[config.mk]
export PLATFORM = sky130hd
export DESIGN_NAME = uart_rx_flat
export DESIGN_NICKNAME = d
export VERILOG_FILES = /design/src/rtl/uart_rx_if.sv /design/src/rtl/uart_rx.sv /design/src/flat_wrapper.sv
export SDC_FILE = /design/constraint.sdc
export NUM_CORES = 1
export LEC_CHECK = 0
export CORE_MARGIN = 3
export CORE_UTILIZATION = 61
export CTS_CLUSTER_SIZE = 30
export DETAILED_ROUTE_END_ITERATION = 12
export DONT_BUFFER_PORTS = 1
export PLACE_DENSITY_LB_ADDON = 0.12
export SLEW_MARGIN = 20
export SYNTH_ARGS = -nofsm -noshare
export SYNTH_HDL_FRONTEND = slang
export SYNTH_SLANG_ARGS = --single-unit
[constraint.sdc]
create_clock -name clk -period 2.37 [get_ports clk]
set_clock_uncertainty 0.1 [all_clocks]
set_input_delay 0.474 -clock clk [delete_from_list [all_inputs] [get_ports clk]]
set_output_delay 0.474 -clock clk [all_outputs]
set_load 0.05 [all_outputs]
[src/rtl/uart_rx_if.sv]
// Consumer-side bundle for uart_rx: received byte, valid/ready handshake and error flags.
// parity_err is present only when UART_RX_PARITY_EN is defined.
interface uart_rx_if;
   logic [7:0] rx_data;
   logic       rx_valid;
   logic       rx_ready;
   logic       frame_err;
   logic       overrun;
`ifdef UART_RX_PARITY_EN
   logic       parity_err;

   modport master (output rx_data, rx_valid, frame_err, overrun, parity_err, input rx_ready);
   modport slave  (input rx_data, rx_valid, frame_err, overrun, parity_err, output rx_ready);
`else
   modport master (output rx_data, rx_valid, frame_err, overrun, input rx_ready);
   modport slave  (input rx_data, rx_valid, frame_err, overrun, output rx_ready);
`endif
endinterface

[src/rtl/uart_rx.sv]
// 16x-oversampling UART receiver, 8N1 by default; define UART_RX_PARITY_EN for 8E1 with parity_err.
// Synchronous active-high reset; received bytes are held until a valid/ready handshake.
module uart_rx #(
   parameter int unsigned CLKRATE  = 50_000_000,
   parameter int unsigned BAUDRATE = 9600
) (
   input  logic      clk,
   input  logic      rst,
   input  logic      rxd,
   uart_rx_if.master bus
);
   localparam int unsigned OSDIV = CLKRATE / (BAUDRATE * 16);
   localparam int unsigned DIV_W = $clog2(OSDIV) + 1;
   localparam logic [DIV_W-1:0] DIV_LAST = DIV_W'(OSDIV - 1);

`ifdef UART_RX_PARITY_EN
   typedef enum logic [2:0] {S_IDLE, S_START, S_DATA, S_PARITY, S_STOP} state_e;
`else
   typedef enum logic [2:0] {S_IDLE, S_START, S_DATA, S_STOP} state_e;
`endif

   state_e           state_q, state_d;
   logic             sync1_q, sync2_q, rxs_prev_q;
   logic [DIV_W-1:0] div_q, div_d;
   logic [3:0]       tcnt_q, tcnt_d;
   logic [2:0]       bit_q, bit_d;
   logic [7:0]       shift_q, shift_d;
   logic [7:0]       data_q, data_d;
   logic             valid_q, valid_d;
   logic             frame_err_q, frame_err_d;
   logic             overrun_q, overrun_d;
`ifdef UART_RX_PARITY_EN
   logic             par_bad_q, par_bad_d;
   logic             parity_err_q, parity_err_d;
`endif
   logic             rxs, tick, mid_bit, load;

   assign rxs     = sync2_q;
   assign tick    = (div_q == DIV_LAST);
   assign mid_bit = tick && (tcnt_q == 4'd15);

   // NOTE: every always_comb output gets a default first so no path can infer a latch.
   always_comb begin
      state_d     = state_q;
      div_d       = div_q;
      tcnt_d      = tcnt_q;
      bit_d       = bit_q;
      shift_d     = shift_q;
      frame_err_d = 1'b0;
      load        = 1'b0;
`ifdef UART_RX_PARITY_EN
      par_bad_d    = par_bad_q;
      parity_err_d = 1'b0;
`endif

      if (state_q == S_IDLE) begin
         div_d  = '0;
         tcnt_d = '0;
      end else begin
         div_d = tick ? '0 : div_q + DIV_W'(1);
         if (tick) tcnt_d = tcnt_q + 4'd1;
      end

      unique case (state_q)
         // A start needs a high-to-low transition, so a line stuck low cannot retrigger.
         S_IDLE: if (rxs_prev_q && !rxs) state_d = S_START;
         S_START: if (tick && tcnt_q == 4'd7) begin
            tcnt_d = '0;
            bit_d  = '0;
            state_d = rxs ? S_IDLE : S_DATA;
`ifdef UART_RX_PARITY_EN
            par_bad_d = 1'b0;
`endif
         end
         S_DATA: if (mid_bit) begin
            shift_d = {rxs, shift_q[7:1]};
            bit_d   = bit_q + 3'd1;
`ifdef UART_RX_PARITY_EN
            if (bit_q == 3'd7) state_d = S_PARITY;
`else
            if (bit_q == 3'd7) state_d = S_STOP;
`endif
         end
`ifdef UART_RX_PARITY_EN
         S_PARITY: if (mid_bit) begin
            if ((^shift_q) != rxs) begin
               par_bad_d    = 1'b1;
               parity_err_d = 1'b1;
            end
            state_d = S_STOP;
         end
`endif
         S_STOP: if (mid_bit) begin
            state_d     = S_IDLE;
            frame_err_d = !rxs;
`ifdef UART_RX_PARITY_EN
            load = rxs && !par_bad_q;
`else
            load = rxs;
`endif
         end
         default: state_d = S_IDLE;
      endcase

      // A load on the handshake cycle wins, so the new byte stays valid.
      valid_d   = (valid_q && !bus.rx_ready) || load;
      data_d    = load ? shift_q : data_q;
      overrun_d = overrun_q || (load && valid_q && !bus.rx_ready);
   end

   // NOTE: sequential state uses non-blocking assignments only, so every flop samples pre-edge values.
   always_ff @(posedge clk) begin
      if (rst) begin
         state_q     <= S_IDLE;
         sync1_q     <= 1'b1;
         sync2_q     <= 1'b1;
         rxs_prev_q  <= 1'b1;
         div_q       <= '0;
         tcnt_q      <= '0;
         bit_q       <= '0;
         shift_q     <= '0;
         data_q      <= '0;
         valid_q     <= 1'b0;
         frame_err_q <= 1'b0;
         overrun_q   <= 1'b0;
`ifdef UART_RX_PARITY_EN
         par_bad_q    <= 1'b0;
         parity_err_q <= 1'b0;
`endif
      end else begin
         state_q     <= state_d;
         sync1_q     <= rxd;
         sync2_q     <= sync1_q;
         rxs_prev_q  <= sync2_q;
         div_q       <= div_d;
         tcnt_q      <= tcnt_d;
         bit_q       <= bit_d;
         shift_q     <= shift_d;
         data_q      <= data_d;
         valid_q     <= valid_d;
         frame_err_q <= frame_err_d;
         overrun_q   <= overrun_d;
`ifdef UART_RX_PARITY_EN
         par_bad_q    <= par_bad_d;
         parity_err_q <= parity_err_d;
`endif
      end
   end

   assign bus.rx_data   = data_q;
   assign bus.rx_valid  = valid_q;
   assign bus.frame_err = frame_err_q;
   assign bus.overrun   = overrun_q;
`ifdef UART_RX_PARITY_EN
   assign bus.parity_err = parity_err_q;
`endif
endmodule

[src/flat_wrapper.sv]
// flat-port wrapper written by rule: the top's interface ports become plain ports
module uart_rx_flat 
#(
   parameter int unsigned CLKRATE  = 50_000_000,
   parameter int unsigned BAUDRATE = 9600
)
  (clk, rst, rxd, bus_rx_data, bus_rx_valid, bus_frame_err, bus_overrun, bus_rx_ready);
  uart_rx_if bus_i ();
  input  logic clk;
  input  logic rst;
  input  logic rxd;
  output wire logic [$bits(bus_i.rx_data)-1:0] bus_rx_data;
  output wire logic [$bits(bus_i.rx_valid)-1:0] bus_rx_valid;
  output wire logic [$bits(bus_i.frame_err)-1:0] bus_frame_err;
  output wire logic [$bits(bus_i.overrun)-1:0] bus_overrun;
  input wire logic [$bits(bus_i.rx_ready)-1:0] bus_rx_ready;
  assign bus_rx_data = bus_i.rx_data;
  assign bus_rx_valid = bus_i.rx_valid;
  assign bus_frame_err = bus_i.frame_err;
  assign bus_overrun = bus_i.overrun;
  assign bus_i.rx_ready = bus_rx_ready;
  uart_rx #(.CLKRATE(CLKRATE), .BAUDRATE(BAUDRATE)) u_core (.clk(clk), .rst(rst), .rxd(rxd), .bus(bus_i));
endmodule
==> run_results.csv, run 1 <==
group,metric,value,unit
yosys,synthSimpleGateAreaFrac,0.237,
sta,worst_pin_slew,0.513,ns
yosys,avgSynthCellArea,9.66,sq um
yosys,synth_top_family_by_area,"simple AND/OR/NAND/NOR gates",
global_route,grt_pass1_wl,5180,um
placement,dp_slack,0.396,ns
sta,setup_viol,0,
critical_path,crit_slowest_cell,"or4_4",
floorplan,dieArea,3700,sq um
sta,slew_violations,0,
route,wl_per_cell,13.9,um
yosys,synth_edf_count,0,
yosys,synth-seq-cells,41,
clocking,insertion_delay,0.35,ns
sta,max_slew_margin,0.657,
final_layout,filler_cell_count,216,
clocking,hold_buffers,0,
critical_path,crit_path_cell_trace,"ha_1, and3_1, nand2_2, or4_4, mux2i_1, nor2_1",
final_layout,final_cells,223,
global_route,overflow,0,
critical_path,critPathBufInv,0,
yosys,ys_seq_area_frac,0.447,
critical_path,cp_max_fo,8,
final_layout,drive_gt1_frac,0.120,
global_route,met3_usage,0.0574,
critical_path,critPathLaunchType,"register",
power,irDropWorstVdd,0.557,mV
floorplan,die_w,60.9,um
global_route,grt_usage,0.189,
clocking,cts_tree,"built",
clocking,post_cts_buffers,0,
placement,routabilityCongestion,0.815,
placement,postPlaceCellArea,1850,sq um
placement,dp_cells,215,
final_layout,multi_input_area,941,sq um
min_path,hp-class,"in -> reg",
floorplan,die_h,60.9,um
placement,post-dp-hpwl,2270,um
floorplan,initial_core_util,0.654,
clocking,cts.sinks,41,
sta,period_minus_slack,2.00,ns
clocking,cts_buffers,5,
floorplan,num_io_pins,15,
sta,holdWs,0.0819,ns
placement,numPortBuffers,0,
outcome,status,"complete, no violations",
critical_path,cp.arrival,2.15,ns
final_layout,areaGrowthSynthToFinish,5.32,%
route,ant_nets,0,
critical_path,endpoint_kind,"register",
route,drt_iter0_markers,62,
sta,fmax,501,MHz
yosys,syn_inst,190,
global_route,grt_pass1_vias,1229,
clocking,clkSlewWorstSetupHoldPaths,0.13,ns
yosys,synth_xor_area_frac,0.0429,
power,power_leakage,0.849,nW
yosys,yosys_warnings,0,
route,vias,1277,
critical_path,critPathTopFamily,"simple AND/OR/NAND/NOR gates",
yosys,ys.flop_type,"dfxtp_1",
sta,timing.final.ws_setup,0.375,ns
global_route,use_met1,0.228,
route,wl,3090,um
yosys,synth_cell_types,41,
clocking,cts-root-buf,"clkbuf_4",
yosys,netlist_area,1840,sq um
floorplan,rows,19,
final_layout,insertedDiodeCount,0,
run,max-cap-violations,0,
global_route,grt_max_degree,29,
yosys,muxShareOfSynthArea,0.109,
sta,tns,0,ns
yosys,synth_fa_ha_area_frac,0.0613,
global_route,grt_antenna_before_repair,0,
global_route,top_usage_layer,"met2",
critical_path,critPathMaxStageDelay,0.64,ns
critical_path,critPathKind,"reg -> reg",
floorplan,core_area,2810,sq um
final_layout,final_area,1930,sq um
route,drcViolationCount,0,
clocking,clk_path_buf_depth,2,
sta,hold_violations,0,
yosys,synth_fp_nets,203,
power,p_per_area,642,nW/um^2
route,via_per_inst,5.73,
global_route,use_met2,0.308,
clocking,ctsResizeCount,0,
final_layout,nets,204,
yosys,synth_compound_area_frac,0.0620,
final_layout,regArea,821,sq um
critical_path,worstPathRequired,2.53,ns
yosys,synthArstFlopShare,0,
route,first_pass_iters,4,
sta,rsz0062_at_grt,"no",
sta,period_share,0.842,
clocking,h-tree-depth,2,
-- layout by cell type, fill, tap and decap left out, types with 2 or more instances in the layout --
cell type and n:
a31oi_1 2, o21ai_0 4, ha_1 9, xnor2_1 5, a21oi_1 6, nor2_1 32, clkbuf_4 5, inv_1 9
dfxtp_1 41, buf_4 2, xor2_1 4, or2_2 2, mux2i_1 20, nand3_1 4, nor3_1 6, and3_1 3
o221a_2 2, nand4_1 3, nand2_1 8, nor2b_1 2
-- layer usage --
metal	share of wire	up-vias
met5	0	-
met4	0.019	0
met3	0.032	5
met2	0.49	17
met1	0.46	600
li1	-	655
-- cells by family (layout without fill, tap and decap cells) --
family,count (synthesis),after routing
AO/OA/AOI/OAI,18,18
buffers and inverters,17,19
XOR/XNOR,9,9
multiplexers,20,20
adder cells (fa/ha/maj),9,9
AND/OR/NAND/NOR,76,76
flip-flops,41,41
-- cell usage after synthesis, types with 2 or more instances --
master / n / share of area
dfxtp_1: 41 / 0.45
o221a_2: 2 / 0.012
buf_2: 2 / 0.0055
nor2b_1: 2 / 0.0068
nor2_1: 32 / 0.065
nand4_1: 3 / 0.010
o21ai_0: 4 / 0.011
nand3_1: 4 / 0.011
a21oi_1: 6 / 0.016
a31oi_1: 2 / 0.0068
xor2_1: 4 / 0.019
nor3_1: 6 / 0.016
nand2_1: 8 / 0.016
or2_2: 2 / 0.0068
mux2i_1: 20 / 0.11
ha_1: 9 / 0.061
clkbuf_1: 5 / 0.010
xnor2_1: 5 / 0.024
inv_1: 9 / 0.018
and3_1: 3 / 0.010
-- report_power, final --
group	switching (mW)	internal (mW)	total, mW
registers	0.00858	0.697	0.706
logic	0.0499	0.0260	0.0759
clock network	0.236	0.223	0.460
total	0.295	0.946	1.24
-- through the flow --
step                power, mW  utilization
global route             1.29        0.689
floorplan               0.785            -
CTS                      1.25        0.689
finish                   1.24        0.689
detailed placement      0.796        0.659
global placement        0.793        0.659
-- worst paths after layout --
check,startpoint,to,slack [ns],cells after the start
worst min-delay path,rst,u_core.shift_q[4],0.08,1
worst min register to register,u_core.sync1_q,u_core.rxs,0.33,1
worst max-delay path,u_core.tcnt_q[0],u_core.shift_q[0],0.37,6
worst max register to register,u_core.tcnt_q[0],u_core.shift_q[0],0.37,6
-- layout make-up --
class	count	area share
clock inverters	3	0.0239
well taps	31	0.0201
clock buffers	5	0.0194
multi-input cells	132	0.487
flip-flops and latches	41	0.425
repair buffers	2	0.00777
inverters	9	0.0175
-- flip-flops by register name (all words and copies together), names as in the netlist, 2 cells and up --
| name | count |
|---|---|
| u_core.bit_q | 3 |
| u_core.shift_q | 8 |
| u_core.div_q | 10 |
| u_core.state_q | 2 |
| u_core.tcnt_q | 4 |
| u_core.bus.rx_data | 8 |
Note: power is estimated with default switching activity, not from simulation.
==> run 2: changes to the inputs <==
- CORE_UTILIZATION: 61 -> 55
- clock period: 2.37 -> 1.7 ns (I/O delays scaled with it)
==> run 2 against run 1 <==
  * The flow now finishes with violations (hold timing, setup timing)
  * Cell area up 17%
  * Cell count rose by 20%
  * Critical path depth decreased by 2
  * Sequential power up 39%
  * Clock-buffer cell count up 1
  * Via count increased by 9.1%
  * Routed wire length grew 14%
  * Critical path type unchanged
  * Combinational power increased by 130%
  * Global-route usage up 1.4 points
  * Fmax is 7.4% higher
  * Largest power group unchanged
  * Flip-flop and latch count stayed put
  * Worst hold slack got worse by 0.14 ns
==> run_results.csv, run 2 (synthesis results as in run 1) <==
group,metric,value,unit
final_layout,largest_reg_flops,10,
sta,slew_violations,0,
sta,fmax,538,MHz
outcome,violations,"hold timing, setup timing",
critical_path,endpoint_kind,"register",
critical_path,crit_path_cell_trace,"or3b_4, or4_4, mux2i_1, nor2_1",
critical_path,ff2ff_setup_slack,-0.16,ns
route,first_pass_iters,4,
final_layout,filler_cell_count,226,
clocking,cts.sinks,41,
critical_path,cp.arrival,2.01,ns
sta,timing.final.ws_setup,-0.158,ns
sta,hold_violations,23,
clocking,cts_tree,"built",
critical_path,critPathMaxStageDelay,0.65,ns
floorplan,dieArea,4070,sq um
global_route,grt_antenna_before_repair,0,
sta,rsz0062_at_grt,"yes",
clocking,hold_buffers,4,
clocking,clk_path_buf_depth,2,
final_layout,final_area,2260,sq um
final_layout,nets,236,
power,p_per_area,738,nW/um^2
final_layout,insertedDiodeCount,0,
sta,holdWs,-0.0591,ns
clocking,cts-root-buf,"clkbuf_4",
final_layout,drive_gt1_frac,0.286,
floorplan,die_w,63.8,um
power,irDropWorstVdd,0.576,mV
min_path,hp-class,"in -> reg",
sta,setup_viol,26,
route,wl,3530,um
placement,routabilityCongestion,0.908,
critical_path,critPathTopFamily,"simple AND/OR/NAND/NOR gates",
final_layout,final_common_cell,"dfxtp_1",
sta,period_share,1.09,
clocking,cts_buffers,5,
sta,tns,-1.83,ns
placement,post-dp-hpwl,2610,um
critical_path,crit_slowest_cell,"or4_4",
placement,postPlaceCellArea,2100,sq um
global_route,grt_pass1_vias,1424,
critical_path,cp_max_fo,8,
final_layout,largest-register,"u_core.div_q",
route,via_per_inst,5.20,
route,ant_nets,0,
route,vias,1393,
floorplan,rows,20,
outcome,status,"finished with violations",
final_layout,areaGrowthSynthToFinish,23.1,%
floorplan,die_h,63.8,um
floorplan,initial_core_util,0.587,
clocking,clkSlewWorstSetupHoldPaths,0.12,ns
route,drt_iter0_markers,97,
critical_path,critPathBufInv,0,
global_route,overflow,0,
sta,period_minus_slack,1.86,ns
global_route,grt_usage,0.203,
floorplan,core_area,3130,sq um
power,power_leakage,1.02,nW
critical_path,worstPathRequired,1.85,ns
route,wl_per_cell,13.2,um
placement,numPortBuffers,0,
critical_path,critPathKind,"reg -> reg",
critical_path,critPathLaunchType,"register",
run,max-cap-violations,0,
global_route,grt_max_degree,29,
clocking,insertion_delay,0.35,ns
final_layout,layout_common_cells,"dfxtp_1, nor2_1, buf_4, mux2i_1, inv_1",
sta,worst_pin_slew,0.529,ns
clocking,h-tree-depth,2,
floorplan,num_io_pins,15,
route,drcViolationCount,0,
global_route,grt_pass1_wl,6410,um
power,power,1.67,mW
sta,max_slew_margin,0.647,
-- run 2: area by class of cell --
type | count | area [sq um] | area share
sequential | 41 | 826 | 0.365
clock inverter | 2 | 13.8 | 0.00609
tap | 44 | 55.1 | 0.0244
timing repair buffer | 34 | 282 | 0.125
multi-input combinational | 132 | 998 | 0.442
inverter | 9 | 33.8 | 0.0150
clock buffer | 6 | 51.3 | 0.0227
-- run 2: layer usage --
metal	GRT usage	part of all wire	vias to the layer above
li1	-	-	713
met3	0.0562	0.039	6
met1	0.229	0.44	647
met5	0	0	-
met2	0.366	0.51	27
met4	0.0674	0.012	0
-- run 2: path summary, 6_finish.rpt --
kind | cells after the start | startpoint | end
worst min-delay path | 1 | rst | u_core.bit_q[2]
worst max-delay path | 4 | u_core.div_q[5] | u_core.shift_q[4]
worst min register to register | 2 | u_core.bus.rx_valid | u_core.bus.rx_valid
worst max register to register | 4 | u_core.div_q[5] | u_core.shift_q[4]
-- run 2: power by group --
group	internal (mW)	total (mW)	leakage [nW]	switching, mW
combinational	0.0851	0.175	0.646	0.0898
clock	0.202	0.514	0.0382	0.312
sequential	0.972	0.980	0.333	0.00750
-- run 2: what timing repair did --
action	4_1_cts	5_1_grt
setup endpoints to repair	25	38
pin swaps	1	3
buffers inserted	3	1
gates resized for setup	10	2
hold endpoints to repair	26	23
-- run 2: metrics by stage --
step                      hold WS (ns)   util  setup slack (ns)  instances
after detailed placement         0.307  0.670            -0.166        252
after global placement           0.300  0.670           -0.0817        252
after global routing           -0.0850  0.722            -0.224        268
after CTS                      -0.0768  0.718            -0.163        267
after floorplan                  0.289      -           -0.0962        190
final                          -0.0591  0.722            -0.158        268
==> run 3: changes to the inputs <==
- CAP_MARGIN: unset -> 5
- CORE_MARGIN: 3 -> 10
==> run 3 against run 2 <==
  * The flow still finishes with violations (hold timing, setup timing)
  * Largest cell class unchanged
  * Fmax shrank 0.42%
  * Via count grew 3.7%
  * Setup slack lost 0.0079 ns
  * Clock power grew 4%
  * Die area grew 49%
  * First-iteration DRC count grew 6.2%
  * Total power grew 3.2%
==> run_results.csv, run 3 (synthesis results as in run 1) <==
group,metric,value,unit
outcome,status,"finished with violations",
critical_path,ff2ff_setup_slack,-0.17,ns
critical_path,ff2ff_path_depth,6,
sta,worst_pin_slew,0.536,ns
global_route,grt_antenna_before_repair,0,
route,wl_per_cell,14.8,um
floorplan,initial_core_util,0.587,
min_path,hold_path_depth,1,
sta,period_share,1.10,
floorplan,rows,20,
power,power,1.72,mW
route,drt_iter0_markers,103,
critical_path,worstPathRequired,1.87,ns
placement,numPortBuffers,0,
sta,setup_viol,24,
min_path,hp-class,"in -> reg",
route,first_pass_iters,4,
sta,fmax,536,MHz
final_layout,areaGrowthSynthToFinish,28.2,%
global_route,grt_usage,0.135,
clocking,h-tree-depth,2,
sta,holdWs,-0.0781,ns
clocking,clkSlewWorstSetupHoldPaths,0.14,ns
final_layout,final_cells,271,
global_route,grt_pass1_vias,1463,
final_layout,drive_gt1_frac,0.357,
clocking,insertion_delay,0.37,ns
critical_path,cp.arrival,2.03,ns
final_layout,final_area,2350,sq um
floorplan,dieArea,6050,sq um
critical_path,rr_startpoint,"u_core.tcnt_q[0]",
critical_path,cp_max_fo,8,
clocking,cts_buffers,5,
floorplan,num_io_pins,15,
critical_path,endpoint_kind,"register",
power,power_leakage,1.07,nW
clocking,cts-root-buf,"clkbuf_4",
final_layout,largest_reg_flops,10,
floorplan,die_w,77.8,um
sta,max_slew_margin,0.642,
min_path,hold_end,"u_core.bit_q[2]",
power,p_per_area,731,nW/um^2
route,drcViolationCount,0,
floorplan,core_area,3130,sq um
clocking,cts.sinks,41,
final_layout,final_common_cell,"dfxtp_1",
clocking,hold_buffers,4,
route,vias,1444,
clocking,cts_tree,"built",
global_route,grt_pass1_wl,6690,um
global_route,grt_max_degree,29,
final_layout,layout_common_cells,"dfxtp_1, nor2_1, buf_4, mux2i_1, inv_1",
route,ant_nets,0,
placement,post-dp-hpwl,2790,um
placement,dp_slack,-0.119,ns
final_layout,insertedDiodeCount,0,
final_layout,largest-register,"u_core.div_q",
outcome,violations,"hold timing, setup timing",
critical_path,critPathLaunchType,"register",
critical_path,critPathKind,"reg -> reg",
sta,timing.final.ws_setup,-0.166,ns
critical_path,timing.rr.end,"u_core.shift_q[4]",
placement,postPlaceCellArea,2130,sq um
route,via_per_inst,5.33,
clocking,clk_path_buf_depth,2,
min_path,min-delay-start,"rst",
sta,hold_violations,23,
final_layout,nets,239,
global_route,overflow,0,
sta,period_minus_slack,1.87,ns
route,wl,4010,um
placement,dp_cells,256,
sta,rsz0062_at_grt,"yes",
placement,routabilityCongestion,0.929,
sta,slew_violations,0,
floorplan,die_h,77.8,um
run,max-cap-violations,0,
power,irDropWorstVdd,0.611,mV
==> run 3: cell count changes in the layout (fill, tap and decap cells not counted), moves of 2 or more <==
cell and delta:
dfxtp_1 -2, dfxtp_2 +2, nor2_2 +2, inv_2 +2
buf_6 +3, inv_1 -2, nand2_2 +2, nor2_1 -2
nand2_1 -2
==> run 3: what timing repair did <==
| action | in CTS | in global routing |
|---|---|---|
| buffers inserted | 3 | 0 |
| hold endpoints to repair | 26 | 23 |
| endpoints found under the setup margin | 22 | 38 |
| resized for setup | 16 | 15 |
| pin swaps | 6 | 9 |
==> run 3: worst max-delay path by stage <==
stage	start	to	slack, ns
final	u_core.tcnt_q[0]	u_core.shift_q[4]	-0.17
after global routing	u_core.tcnt_q[0]	u_core.shift_q[4]	-0.22
after CTS	u_core.tcnt_q[1]	u_core.shift_q[4]	-0.13
after detailed placement	u_core.tcnt_q[1]	u_core.shift_q[4]	-0.12
after global placement	u_core.tcnt_q[1]	u_core.shift_q[3]	-0.07
after floorplan	u_core.tcnt_q[1]	u_core.shift_q[2]	-0.1
==> run 3: worst max-delay path, cell delays in order (launching register included) <==
cell     delay [ns]
dfxtp_2        0.38
ha_4           0.16
and3_4         0.21
nand2_4        0.05
or4_4          0.63
mux2i_1        0.20
nor2_1         0.06
==> run 3: layout make-up <==
cell class                 instances  area, sq um
multi-input combinational        132         1060
sequential                        41          828
fill                             236          774
timing repair buffer              37          315
tap                               44         55.1
clock buffer                       6         51.3
inverter                           9         33.8
clock inverter                     2         13.8
==> run 3: routing by layer <==
layer  vias to the layer above  GRT usage  wire length [um]
li1                        722          -                 -
met1                       689      0.148              1760
met2                        24      0.229              1990
met3                         9     0.0518               186
met4                         0     0.0547                72
met5                         -          0                 0
==> run 3: where the power goes <==
part / internal, mW / switching, mW
combinational: 0.108 / 0.104
clock: 0.202 / 0.330
sequential: 0.972 / 0.00556
==> run 3: stage by stage <==
step | utilization | setup TNS [ns]
2_1_floorplan | - | -0.769
3_3_place_gp | 0.680 | -0.720
3_5_place_dp | 0.680 | -1.29
4_1_cts | 0.735 | -1.02
5_1_grt | 0.752 | -4.22
6_report | 0.752 | -2.13
